File: src/rtl/pmod_stand_spi_solo_pkg.sv
// -----------------------------------------------------------------------------
// pmod_stand_spi_solo_pkg
// Shared types and constants for the PMOD CLS SPI display path.
//   t_pmod_cls_ascii_line_16 : 16 ASCII characters of one display line
//   t_cls_seq_state          : display sequencer FSM states
//   t_cls_seq_job            : job currently owned by the sequencer
//   c_cls_seq_refresh_bits   : width of the optional periodic refresh counter
// -----------------------------------------------------------------------------
package pmod_stand_spi_solo_pkg;

    typedef logic [127:0] t_pmod_cls_ascii_line_16;

    typedef enum logic [1:0] {
        ST_SEQ_IDLE      = 2'd0,
        ST_SEQ_ISSUE     = 2'd1,
        ST_SEQ_WAIT_ACK  = 2'd2,
        ST_SEQ_WAIT_DONE = 2'd3
    } t_cls_seq_state;

    typedef enum logic [1:0] {
        JOB_CLEAR = 2'd0,
        JOB_LINE1 = 2'd1,
        JOB_LINE2 = 2'd2
    } t_cls_seq_job;

    localparam int c_cls_seq_refresh_bits = 24;

endpackage

File: src/rtl/cls_display_sequencer.sv
// -----------------------------------------------------------------------------
// cls_display_sequencer
// Sits in front of the PMOD CLS SPI display driver and owns its three command
// strobes. Jobs (clear > line1 > line2) are issued one at a time through the
// driver's command_ready handshake; a line is rewritten only when its text
// differs from what was last sent, or after a clear request / reset.
//
// Ports
//   i_ext_spi_clk_x        clock
//   i_srst                 synchronous active-high reset
//   i_spi_ce_4x            clock enable; all state advances only when high
//   i_dat_ascii_line1/2    requested line text
//   i_clear_request        level: clear display then rewrite both lines
//   i_cls_command_ready    driver ready
//   o_cmd_wr_clear_display / o_cmd_wr_text_line1 / o_cmd_wr_text_line2
//                          one-ce-wide command strobes
//   o_dat_ascii_line1/2    text snapshot held while the driver consumes it
//   o_busy                 high whenever the FSM is not idle
//   o_update_count         completed driver operations (wraps)
//
// Build option: define CLS_PERIODIC_REFRESH_EN to add a periodic rewrite of
// both lines every parm_refresh_ms (2 ms with parm_fast_simulation=1).
// -----------------------------------------------------------------------------
module cls_display_sequencer
    import pmod_stand_spi_solo_pkg::*;
#(
    parameter int parm_fast_simulation = 0,
    parameter int FCLK_ce              = 2500000,
    parameter int parm_refresh_ms      = 1000
) (
    input  logic                    i_ext_spi_clk_x,
    input  logic                    i_srst,
    input  logic                    i_spi_ce_4x,
    input  t_pmod_cls_ascii_line_16 i_dat_ascii_line1,
    input  t_pmod_cls_ascii_line_16 i_dat_ascii_line2,
    input  logic                    i_clear_request,
    input  logic                    i_cls_command_ready,
    output logic                    o_cmd_wr_clear_display,
    output logic                    o_cmd_wr_text_line1,
    output logic                    o_cmd_wr_text_line2,
    output t_pmod_cls_ascii_line_16 o_dat_ascii_line1,
    output t_pmod_cls_ascii_line_16 o_dat_ascii_line2,
    output logic                    o_busy,
    output logic [7:0]              o_update_count
);

    localparam int c_refresh_max = (parm_fast_simulation != 0) ?
                                   (FCLK_ce / 1000 * 2 - 1) :
                                   (FCLK_ce / 1000 * parm_refresh_ms - 1);

    t_cls_seq_state          state_q, state_d;
    t_cls_seq_job            job_q, job_d;
    logic                    clr_pend_q, clr_pend_d;
    logic                    l1_pend_q, l1_pend_d;
    logic                    l2_pend_q, l2_pend_d;
    t_pmod_cls_ascii_line_16 last1_q, last1_d;
    t_pmod_cls_ascii_line_16 last2_q, last2_d;
    t_pmod_cls_ascii_line_16 dat1_q, dat1_d;
    t_pmod_cls_ascii_line_16 dat2_q, dat2_d;
    logic [7:0]              count_q, count_d;
    logic                    issue_clr, issue_l1, issue_l2;
    logic                    refresh_wrap;

`ifdef CLS_PERIODIC_REFRESH_EN
    logic [c_cls_seq_refresh_bits-1:0] refresh_cnt_q;

    assign refresh_wrap = (refresh_cnt_q == c_cls_seq_refresh_bits'(c_refresh_max));

    always_ff @(posedge i_ext_spi_clk_x) begin
        if (i_srst) begin
            refresh_cnt_q <= '0;
        end else if (i_spi_ce_4x) begin
            refresh_cnt_q <= refresh_wrap ? '0 : refresh_cnt_q + 1'b1;
        end
    end
`else
    logic unused_refresh_cfg;
    assign unused_refresh_cfg = (c_refresh_max == 0);
    assign refresh_wrap       = 1'b0;
`endif

    always_comb begin
        state_d   = state_q;
        job_d     = job_q;
        dat1_d    = dat1_q;
        dat2_d    = dat2_q;
        last1_d   = last1_q;
        last2_d   = last2_q;
        count_d   = count_q;
        issue_clr = 1'b0;
        issue_l1  = 1'b0;
        issue_l2  = 1'b0;

        case (state_q)
            ST_SEQ_IDLE: begin
                if ((clr_pend_q || l1_pend_q || l2_pend_q) && i_cls_command_ready) begin
                    state_d = ST_SEQ_ISSUE;
                    if (clr_pend_q) begin
                        job_d     = JOB_CLEAR;
                        issue_clr = 1'b1;
                    end else if (l1_pend_q) begin
                        job_d    = JOB_LINE1;
                        issue_l1 = 1'b1;
                    end else begin
                        job_d    = JOB_LINE2;
                        issue_l2 = 1'b1;
                    end
                end
            end
            ST_SEQ_ISSUE:     state_d = ST_SEQ_WAIT_ACK;
            ST_SEQ_WAIT_ACK:  if (!i_cls_command_ready) state_d = ST_SEQ_WAIT_DONE;
            ST_SEQ_WAIT_DONE: begin
                if (i_cls_command_ready) begin
                    state_d = ST_SEQ_IDLE;
                    count_d = count_q + 8'd1;
                end
            end
            default:          state_d = ST_SEQ_IDLE;
        endcase

        // The snapshot is loaded on the edge that enters ISSUE, so it is
        // already valid for the whole strobe period.
        if (issue_l1) begin
            dat1_d  = i_dat_ascii_line1;
            last1_d = i_dat_ascii_line1;
        end
        if (issue_l2) begin
            dat2_d  = i_dat_ascii_line2;
            last2_d = i_dat_ascii_line2;
        end

        // On the issuing edge the line compare is masked: the text being
        // captured is exactly what is being compared, so it is not a change.
        clr_pend_d = (clr_pend_q & ~issue_clr) | i_clear_request;
        l1_pend_d  = (l1_pend_q & ~issue_l1) | i_clear_request | refresh_wrap |
                     (~issue_l1 & (i_dat_ascii_line1 != last1_q));
        l2_pend_d  = (l2_pend_q & ~issue_l2) | i_clear_request | refresh_wrap |
                     (~issue_l2 & (i_dat_ascii_line2 != last2_q));
    end

    always_ff @(posedge i_ext_spi_clk_x) begin
        if (i_srst) begin
            state_q    <= ST_SEQ_IDLE;
            job_q      <= JOB_CLEAR;
            clr_pend_q <= 1'b1;
            l1_pend_q  <= 1'b1;
            l2_pend_q  <= 1'b1;
            last1_q    <= '1;
            last2_q    <= '1;
            dat1_q     <= '0;
            dat2_q     <= '0;
            count_q    <= '0;
        end else if (i_spi_ce_4x) begin
            state_q    <= state_d;
            job_q      <= job_d;
            clr_pend_q <= clr_pend_d;
            l1_pend_q  <= l1_pend_d;
            l2_pend_q  <= l2_pend_d;
            last1_q    <= last1_d;
            last2_q    <= last2_d;
            dat1_q     <= dat1_d;
            dat2_q     <= dat2_d;
            count_q    <= count_d;
        end
    end

    assign o_cmd_wr_clear_display = (state_q == ST_SEQ_ISSUE) && (job_q == JOB_CLEAR);
    assign o_cmd_wr_text_line1    = (state_q == ST_SEQ_ISSUE) && (job_q == JOB_LINE1);
    assign o_cmd_wr_text_line2    = (state_q == ST_SEQ_ISSUE) && (job_q == JOB_LINE2);
    assign o_dat_ascii_line1      = dat1_q;
    assign o_dat_ascii_line2      = dat2_q;
    assign o_busy                 = (state_q != ST_SEQ_IDLE);
    assign o_update_count         = count_q;

endmodule

File: config.mk
export PLATFORM = sky130hd
export DESIGN_NAME = cls_display_sequencer
export DESIGN_NICKNAME = d
export VERILOG_FILES = /design/src/rtl/pmod_stand_spi_solo_pkg.sv /design/src/rtl/cls_display_sequencer.sv
export SDC_FILE = /design/constraint.sdc
export NUM_CORES = 1
export LEC_CHECK = 0
export CAP_MARGIN = 20
export CORE_ASPECT_RATIO = 1.5
export CORE_UTILIZATION = 33
export CTS_CLUSTER_SIZE = 14
export DETAILED_ROUTE_END_ITERATION = 8
export PLACE_DENSITY_LB_ADDON = 0.1
export REMOVE_ABC_BUFFERS = 1
export SYNTH_ARGS = -nofsm -noshare
export SYNTH_HDL_FRONTEND = slang
export SYNTH_SLANG_ARGS = --single-unit
File: constraint.sdc
create_clock -name i_ext_spi_clk_x -period 2.1 [get_ports i_ext_spi_clk_x]
set_clock_uncertainty 0.15 [all_clocks]
set_input_delay 0.42 -clock i_ext_spi_clk_x [delete_from_list [all_inputs] [get_ports i_ext_spi_clk_x]]
set_output_delay 0.42 -clock i_ext_spi_clk_x [all_outputs]
set_load 0.005 [all_outputs]
### Yosys cells after proc, flatten, opt, wreduce, memory -nomap -nowiden

Index checks and enable logic that the tools add are counted.

* input port bits: 261
* output and inout bits: 268
* logic and storage cells: 65
* register bits after elaboration: 527

* bitwise operators: 13
* equal/unequal tests: 10
* mux-type cells: 17
* add/sub/neg operators: 1
* reduce and logical (&&, ||, !) cells: 14

Operator list (number)
* 128-bit inequality test: 2
* 1-bit two-way mux: 11
* 2-bit two-way mux: 5
* 8-bit by 1-bit adder with 8-bit output (second input constant): 1
* 2-bit one-hot mux with 4 select lines: 1
* 2-bit == test (second input constant): 3
* 2-bit inequality test (second input constant): 3
* 3-bit AND reduction: 2
* 1-bit bitwise AND: 5
* 1-bit bitwise OR: 5
* 2-bit by 1-bit == test with 1-bit output (second input constant): 2
* 1-bit logical AND: 4
* 2-bit zero test: 2
* 2-bit AND reduction: 2
* 4-bit AND reduction: 1
* 1-bit inverter: 3
* 1-bit logical OR: 2
* 2-bit nonzero test: 1

### Depth between registers and ports, before layout

* word-level depth: 9
* gate-level depth with buffers: 9
* depth with buffers taken out: 7

### Worst setup path before layout

Ideal clock, no wire load.

* kind: reg2reg
* from: reg state_q[0]
* to: reg last1_q[32]
* setup time: 0.115 ns
* stages on the path, launching flop included: 10
* period minus slack after synthesis: 1.839 ns
* arrival time: 1.574 ns
* setup slack: 0.261 ns
* path buffers: 3
* required time: 1.835 ns
* cells stage by stage: dfxtp_1 -> inv_1 -> ha_1 -> nand3_1 -> or2_1 -> clkbuf_1 -> buf_2 -> buf_2 -> a21oi_1 -> nand2_1

* cells in the longest elaborated chain, start to end: 3

Ends and longest elaborated chain
* from (decl): RTL line cls_display_sequencer.sv:51 `t_cls_seq_state state_q, state_d;`
* from (signal assigned): RTL line cls_display_sequencer.sv:154 `state_q <= state_d;`
* 2-bit zero test: RTL line cls_display_sequencer.sv:94 `case (state_q)`
* 1-bit two-way mux: RTL line cls_display_sequencer.sv:94
* 2-bit AND reduction (no line)
* to (signal assigned): RTL line cls_display_sequencer.sv:159 `last1_q <= last1_d;`
* to (decl): RTL line cls_display_sequencer.sv:56 `t_pmod_cls_ascii_line_16 last1_q, last1_d;`

No other way between the ends.
A chain may end at the register's enable or synchronous reset.

### Worst setup path after layout

* from: reg state_q[0]
* to: out o_cmd_wr_text_line1

* cells in the longest elaborated chain, start to end: 2

Ends and longest elaborated chain
* 2-bit by 1-bit == test with 1-bit output: RTL line cls_display_sequencer.sv:168 `assign o_cmd_wr_text_line1 = (state_q == ST_SEQ_ISSUE) && (job_q == JOB_LINE1);`
* 1-bit logical AND: RTL line cls_display_sequencer.sv:168
* to (decl): RTL line cls_display_sequencer.sv:39 `output logic o_cmd_wr_text_line1,`

No other way between the ends.

==> metrics <==
status=finished clean; Int Pwr=0.0165 W; # rows=110; area of the mapped netlist=0.0201 mm²; Max Transition Viols Final=0; Psw=0.00473 W; Synth Area in Simple Gates=18.3%; largest family of logic cells by synthesized area=simple AND/OR/NAND/NOR gates; register clock-pin slew on the reported worst setup and hold paths=0.06 ns; DR pass1 iterations=6; first-pass GRT wire length=100,000 µm; routed via count=18,300; final cell count without fillers=3,803; cts bufs inserted=53; Post-synth top flop=dfxtp_1; share of cells above drive strength 1=8.03%; Worst EP required=1.53 ns; Leakage=10.8 nW; H-tree level count=2; clock tree buffer depth=3; Critical Path Start Type=register; top cells by count, synth=771 x nand2_1, 527 x dfxtp_1, 518 x a21oi_1; Crit path top cell by count=buf_6; Clock Power Share=44.8%; relative max-transition margin=57.0%; clock latency on the worst-skew pair=0.58 ns; sequential group share of total power=47.8%; via/cell ratio=4.81; post-route antenna net violation count=0; Die Span Y=304 µm; xor/xnor share of the synthesized area=9.04%; CP peak stage delay=0.33 ns; DRC viols=0; Die W=203 µm; vias in the first global route=18,000; kind of critical path=reg -> out; Max-Cap Viols=0; Synth Area in Adders=0.312%; Cell Chain, Critical Path=buf_6, ha_4, and3b_1, buf_6; global placement routability congestion=0.864; top cells by area, synth=dfxtp_1 53%, nand2_1 14%, a21oi_1 13%; RSZ-0062 raised after global routing=true; TritonCTS clock tree=built; Initial Util=33.4%; R2R Setup Slk=0.08 ns; Placed Cells incl. Taps=3,694; FILL cells=5,869; synth unique cells=48; mux share of post-synthesis cell area=0.156%; Total GRT Usage=20.5%; Final Hold Fails=0; drt wl/cell=17.6 µm; Root Buffer=clkbuf_16; total grt overflow=0; async set or reset register ratio after synthesis=0%; Post-synth EDFFs=0; compound-gate portion of the synthesized area=15.2%; Min-Delay Path Class=in -> reg; Max VDD drop=0.000616 V; cts hold-fix bufs=0; critical path fanouts, max=3; Slew @ Worst Pin=0.645 ns; switch share=22.3%; Setup crit end kind=output port; top-level I/O count=529; Critical-path top delay cell=dfxtp_2; Tmin final=2.05 ns; top cell type's share of synthesized area=52.6%; CTS sink count=527; WP buf/inv=2; Die Area=0.0618 mm²; most common cell in the netlist=nand2_1; Comb pwr share=7.3%; Layout area overhead=44.5%; largest net degree at the start of global routing=137; fin crit share=97.7%; Detailed Route Iter0 Violations=804; core box area=0.0600 mm²; Power Density=733 mW/mm²; WL final=67,000 µm; Largest delay share family, worst path=flip-flops; Seq cells post-synth=527; hpwl dp=48,100 µm; FMAX=487 MHz; initial antenna violation count=14; Final #Nets=3,240; Synth area leader=dfxtp_1; final hold slack=0.0130 ns; CP arrival=1.48 ns; Avg Cell Area, Syn=8.28 µm²; setup TNS=0 ns; post-synthesis sequential area ratio=52.6%; setup violators final=0; # port buffers=528; Ys Warns=0; cell count after synthesis=2,422
-- per-stage QoR --
stage          total power (W)  cell area (µm²)  util (%)  worst slack [ns]
3_5_place_dp            0.0119            26800      44.7            -0.802
6_report                0.0213            29000      48.3            0.0473
4_1_cts                 0.0215            28600      47.7           -0.0633
2_1_floorplan           0.0108            19400         -             -4.53
3_3_place_gp            0.0119            26800      44.7            -0.754
5_1_grt                 0.0221            29000      48.3           -0.0422
-- cells by family (layout without fill, tap and decap cells) --
kind of cell / Yosys count / in the layout
buf+inv: 204 / 796
mux: 3 / 3
other cells: 0 / 5
compound gates: 575 / 575
fa+ha+maj: 5 / 5
flops: 527 / 527
xor+xnor: 207 / 207
simple gates: 901 / 901
-- repair_timing --
action | 4_1_cts | 5_1_grt
setup buffers | 0 | 4
pin swaps | 2 | 14
endpoints found under the setup margin | 213 | 460
hold endpoints to repair | 0 | 0
resized for setup | 50 | 61
cloned | 0 | 6
-- path summary, 6_finish.rpt --
path                          from               endpoint  cells past startpoint
max                     state_q[0]    o_cmd_wr_text_line1                      4
max reg2reg            last1_q[80]              l1_pend_q                      7
min          i_dat_ascii_line1[85]            last1_q[85]                      3
min reg2reg  o_dat_ascii_line2[76]  o_dat_ascii_line2[76]                      2
-- layer usage --
layer	vias up	share of wire, %	wire length [µm]	GRT usage [%]
li1	9136	-	-	-
met4	18	2.3	1550	5.79
met2	522	49	33100	35.8
met1	8523	39	26100	22.9
met5	-	0.18	120	0
met3	107	9.3	6240	7.61
-- power by group through the flow --
stage | sequential, W | clock [W] | combinational (W)
floorplan | 0.0104 | 0 | 0.000430
global placement | 0.0104 | 0 | 0.00152
detailed placement | 0.0104 | 0 | 0.00153
CTS | 0.0102 | 0.00984 | 0.00155
global route | 0.0102 | 0.0102 | 0.00169
finish | 0.0102 | 0.00953 | 0.00156
-- flip-flops by register name, indices dropped and copies added (netlist names), 2 cells and up --
name	flops
o_dat_ascii_line2	128
state_q	2
o_dat_ascii_line1	128
job_q	2
last2_q	128
last1_q	128
o_update_count	8
-- worst min-delay path, cell delays in order --
cell and delay (ns):
dlymetal6s2s_1 0.13, nand2_1 0.10, nand2_1 0.06
-- final cells by class --
class	count	area (µm²)	share of cell area, %
Inverter	58	218	0.751
Clock inverter	15	158	0.544
Multi-Input combinational cell	1691	8800	30.4
Antenna cell	5	12.5	0.0432
Sequential cell	527	10600	36.4
Tap cell	784	981	3.38
Clock buffer	80	1590	5.48
Timing Repair Buffer	643	6670	23.0
-- layout by cell type, fill, tap and decap left out, types with 4 or more instances in the layout --
cell	n
a21oi_1	514
a21oi_2	4
clkbuf_1	11
xor2_1	103
nand2b_1	13
nand2_1	771
a22o_1	5
nor2_1	14
dlymetal6s2s_1	31
nand3_1	4
clkbuf_8	16
and3_1	4
buf_12	24
dfxtp_2	10
nor4_1	32
dfxtp_1	517
o2bb2ai_1	5
inv_1	54
nor2b_1	4
o22ai_1	20
nand4_1	38
xnor2_1	102
clkdlybuf4s50_1	478
dlygate4sd2_1	14
clkinv_2	10
buf_6	9
inv_2	4
buf_4	79
nor4_4	4
diode_2	5
a221oi_1	8
clkbuf_16	57
Note: power is estimated with default switching activity, not from simulation.
==> variant: new RTL, same settings <==
The 3 values of `t_cls_seq_job` get a one-hot encoding in 3 bits.
--- a/src/rtl/pmod_stand_spi_solo_pkg.sv
+++ b/src/rtl/pmod_stand_spi_solo_pkg.sv
@@ -17,10 +17,10 @@
         ST_SEQ_WAIT_DONE = 2'd3
     } t_cls_seq_state;
 
-    typedef enum logic [1:0] {
-        JOB_CLEAR = 2'd0,
-        JOB_LINE1 = 2'd1,
-        JOB_LINE2 = 2'd2
+    typedef enum logic [2:0] {
+        JOB_CLEAR = 3'b001,
+        JOB_LINE1 = 3'b010,
+        JOB_LINE2 = 3'b100
     } t_cls_seq_job;
 
     localparam int c_cls_seq_refresh_bits = 24;
Formal check against the unedited RTL: same outputs for any inputs over 4 cycles, from zero or initial values and one cycle with i_srst high; so few cycles prove little.
==> variant against the original RTL <==
Worst hold slack improved by 0.25 ns. Final area increased by 0.72%. Power increased by 2.3%. Area after synthesis increased by 0.29%. Worst setup slack got worse by 0.012 ns. Register-to-register slack got worse by 0.03 ns. Sequential cell count increased by 1. Global-route usage increased by 0.47 points. Routed wire length increased by 0.60%. Critical endpoint is now o_cmd_wr_clear_display.
==> variant: results (changes against the original RTL) <==
stage,metric,value,unit,change
placement,"Cell Area, Placed",0.0270,mm^2,+0.63%
cells_and_area,multi-input gates,1704,,+0.77%
worst_setup_path,flop2flop setup slack,0.05,ns,-0.03 ns
cells_and_area,NonClk Buf Share,0.226,,-0.00399
worst_setup_path,CP startpoint,state_q[1],,
worst_setup_path,r2r endpoint,last2_q[53],,
synth,Post-synth top cells,"nand2_1, dfxtp_1, a21oi_1, xor2_1, clkbuf_1",,
worst_setup_path,reg2reg start,state_q[0],,
detailed_routing,vias per cell,4.83,,+0.41%
pwr,Sequential Power,10.2,mW,about the same
floorplanning,starting density of the core,0.334,,about the same
global_routing,global-route wire length before repair,102000,um,+1.8%
synth,Yosys cell types,42,,-13%
worst_setup_path,CP max FO,3,,unchanged
pwr,Power Internal,16.9,mW,+2.3%
clock_tree,Clock Latency Late Sink,0.60,ns,+0.02 ns
placement,Place WS,-0.970,ns,-0.168 ns
cells_and_area,Antenna diodes,4,,-1
worst_setup_path,critical path endpoint,o_cmd_wr_clear_display,,
placement,Placer Congestion,0.864,,about the same
cells_and_area,seq_cells,528,,+0.19%
worst_setup_path,r2r worst-path depth,9,,+2
cells_and_area,CLK BUF,81,,+1.3%
detailed_routing,Pre-antenna DRT Iters,5,,-1
min_path,hold endpoint,last1_q[39],,
cells_and_area,final core occ,0.485,,+0.00235
pwr,Pleak,11.5,nW,+5.7%
global_routing,vias in the first global route,18200,,+1.1%
placement,hpwl dp,49500,um,+2.9%
synth,Post-Synth XOR/XNOR Area,0.0792,,-0.0111
detailed_routing,initial DRC count,989,,+23%
cells_and_area,final net count,3294,,+1.7%
synth,mux share of post-synthesis cell area,0.00156,,-0.00000446
pwr,worst vdd ir,0.607,mV,-1.5%
cells_and_area,filler cell count,5923,,+0.92%
sta,fmax,0.484,GHz,-0.58%
cells_and_area,sequential fraction of total cell area,0.364,,-0.000834
global_routing,all-layer global routing usage,0.209,,+0.00466
synth,Synth Area in Adders,0.00311,,-0.00000893
synth,Post-Syn Instances,2457,,+1.4%
placement,Inst Count DP,3750,,+1.5%
cells_and_area,Final clock-cell share,0.0630,,+0.00279
cells_and_area,count of non-CTS buffers in the layout,661,,+2.8%
cells_and_area,Inverters,80,,+38%
pwr,PwrDens,745,mW/mm^2,+1.6%
synth,Compound-Gate Fraction of Synth Area,0.160,,+0.00790
cells_and_area,multi-input logic area,0.00885,mm^2,+0.53%
min_path,Hold Crit Start,i_dat_ascii_line1[39],,
outcome,status,"complete, no violations",,
worst_setup_path,CP max stage cell,dfxtp_2,,
cells_and_area,share of layout cells above drive strength 1,0.0909,,+0.0106
global_routing,largest net degree at the start of global routing,152,,+11%
sta,Final Hold Slack,0.265,ns,+0.252 ns
synth,register area share after synthesis,0.526,,about the same
sta,Slew headroom,0.487,,-0.0832
synth,largest cells by area after synthesis,"dfxtp_1, nand2_1, a21oi_1",,
global_routing,initial antenna violation count,10,,-4
## variant: changes by cell type after synthesis, sizes merged, moves of 7 or more
cell | before | now
inv | 58 | 80
nand4 | 38 | 31
clkbuf | 47 | 102
nand2 | 771 | 780
o22ai | 20 | 30
xnor2 | 104 | 75
nor2b | 4 | 16
buf | 99 | 43
## variant: repair_timing
| action | in CTS | in global routing |
|---|---|---|
| endpoints found under the setup margin | 194 | 195 |
| buffers inserted | 4 | 0 |
| resized for setup | 101 | 70 |
| endpoints found under the hold margin | 14 | 0 |
| pin swaps | 8 | 7 |
| hold buffers | 1 | 0 |
| cloned | 0 | 2 |
## variant: layer usage
metal | part of all wire | GRT usage | up-vias
li1 | - | - | 9311
met1 | 0.39 | 0.230 | 8685
met2 | 0.49 | 0.366 | 517
met3 | 0.076 | 0.0652 | 123
met4 | 0.038 | 0.0897 | 10
met5 | 0.0010 | 0 | -
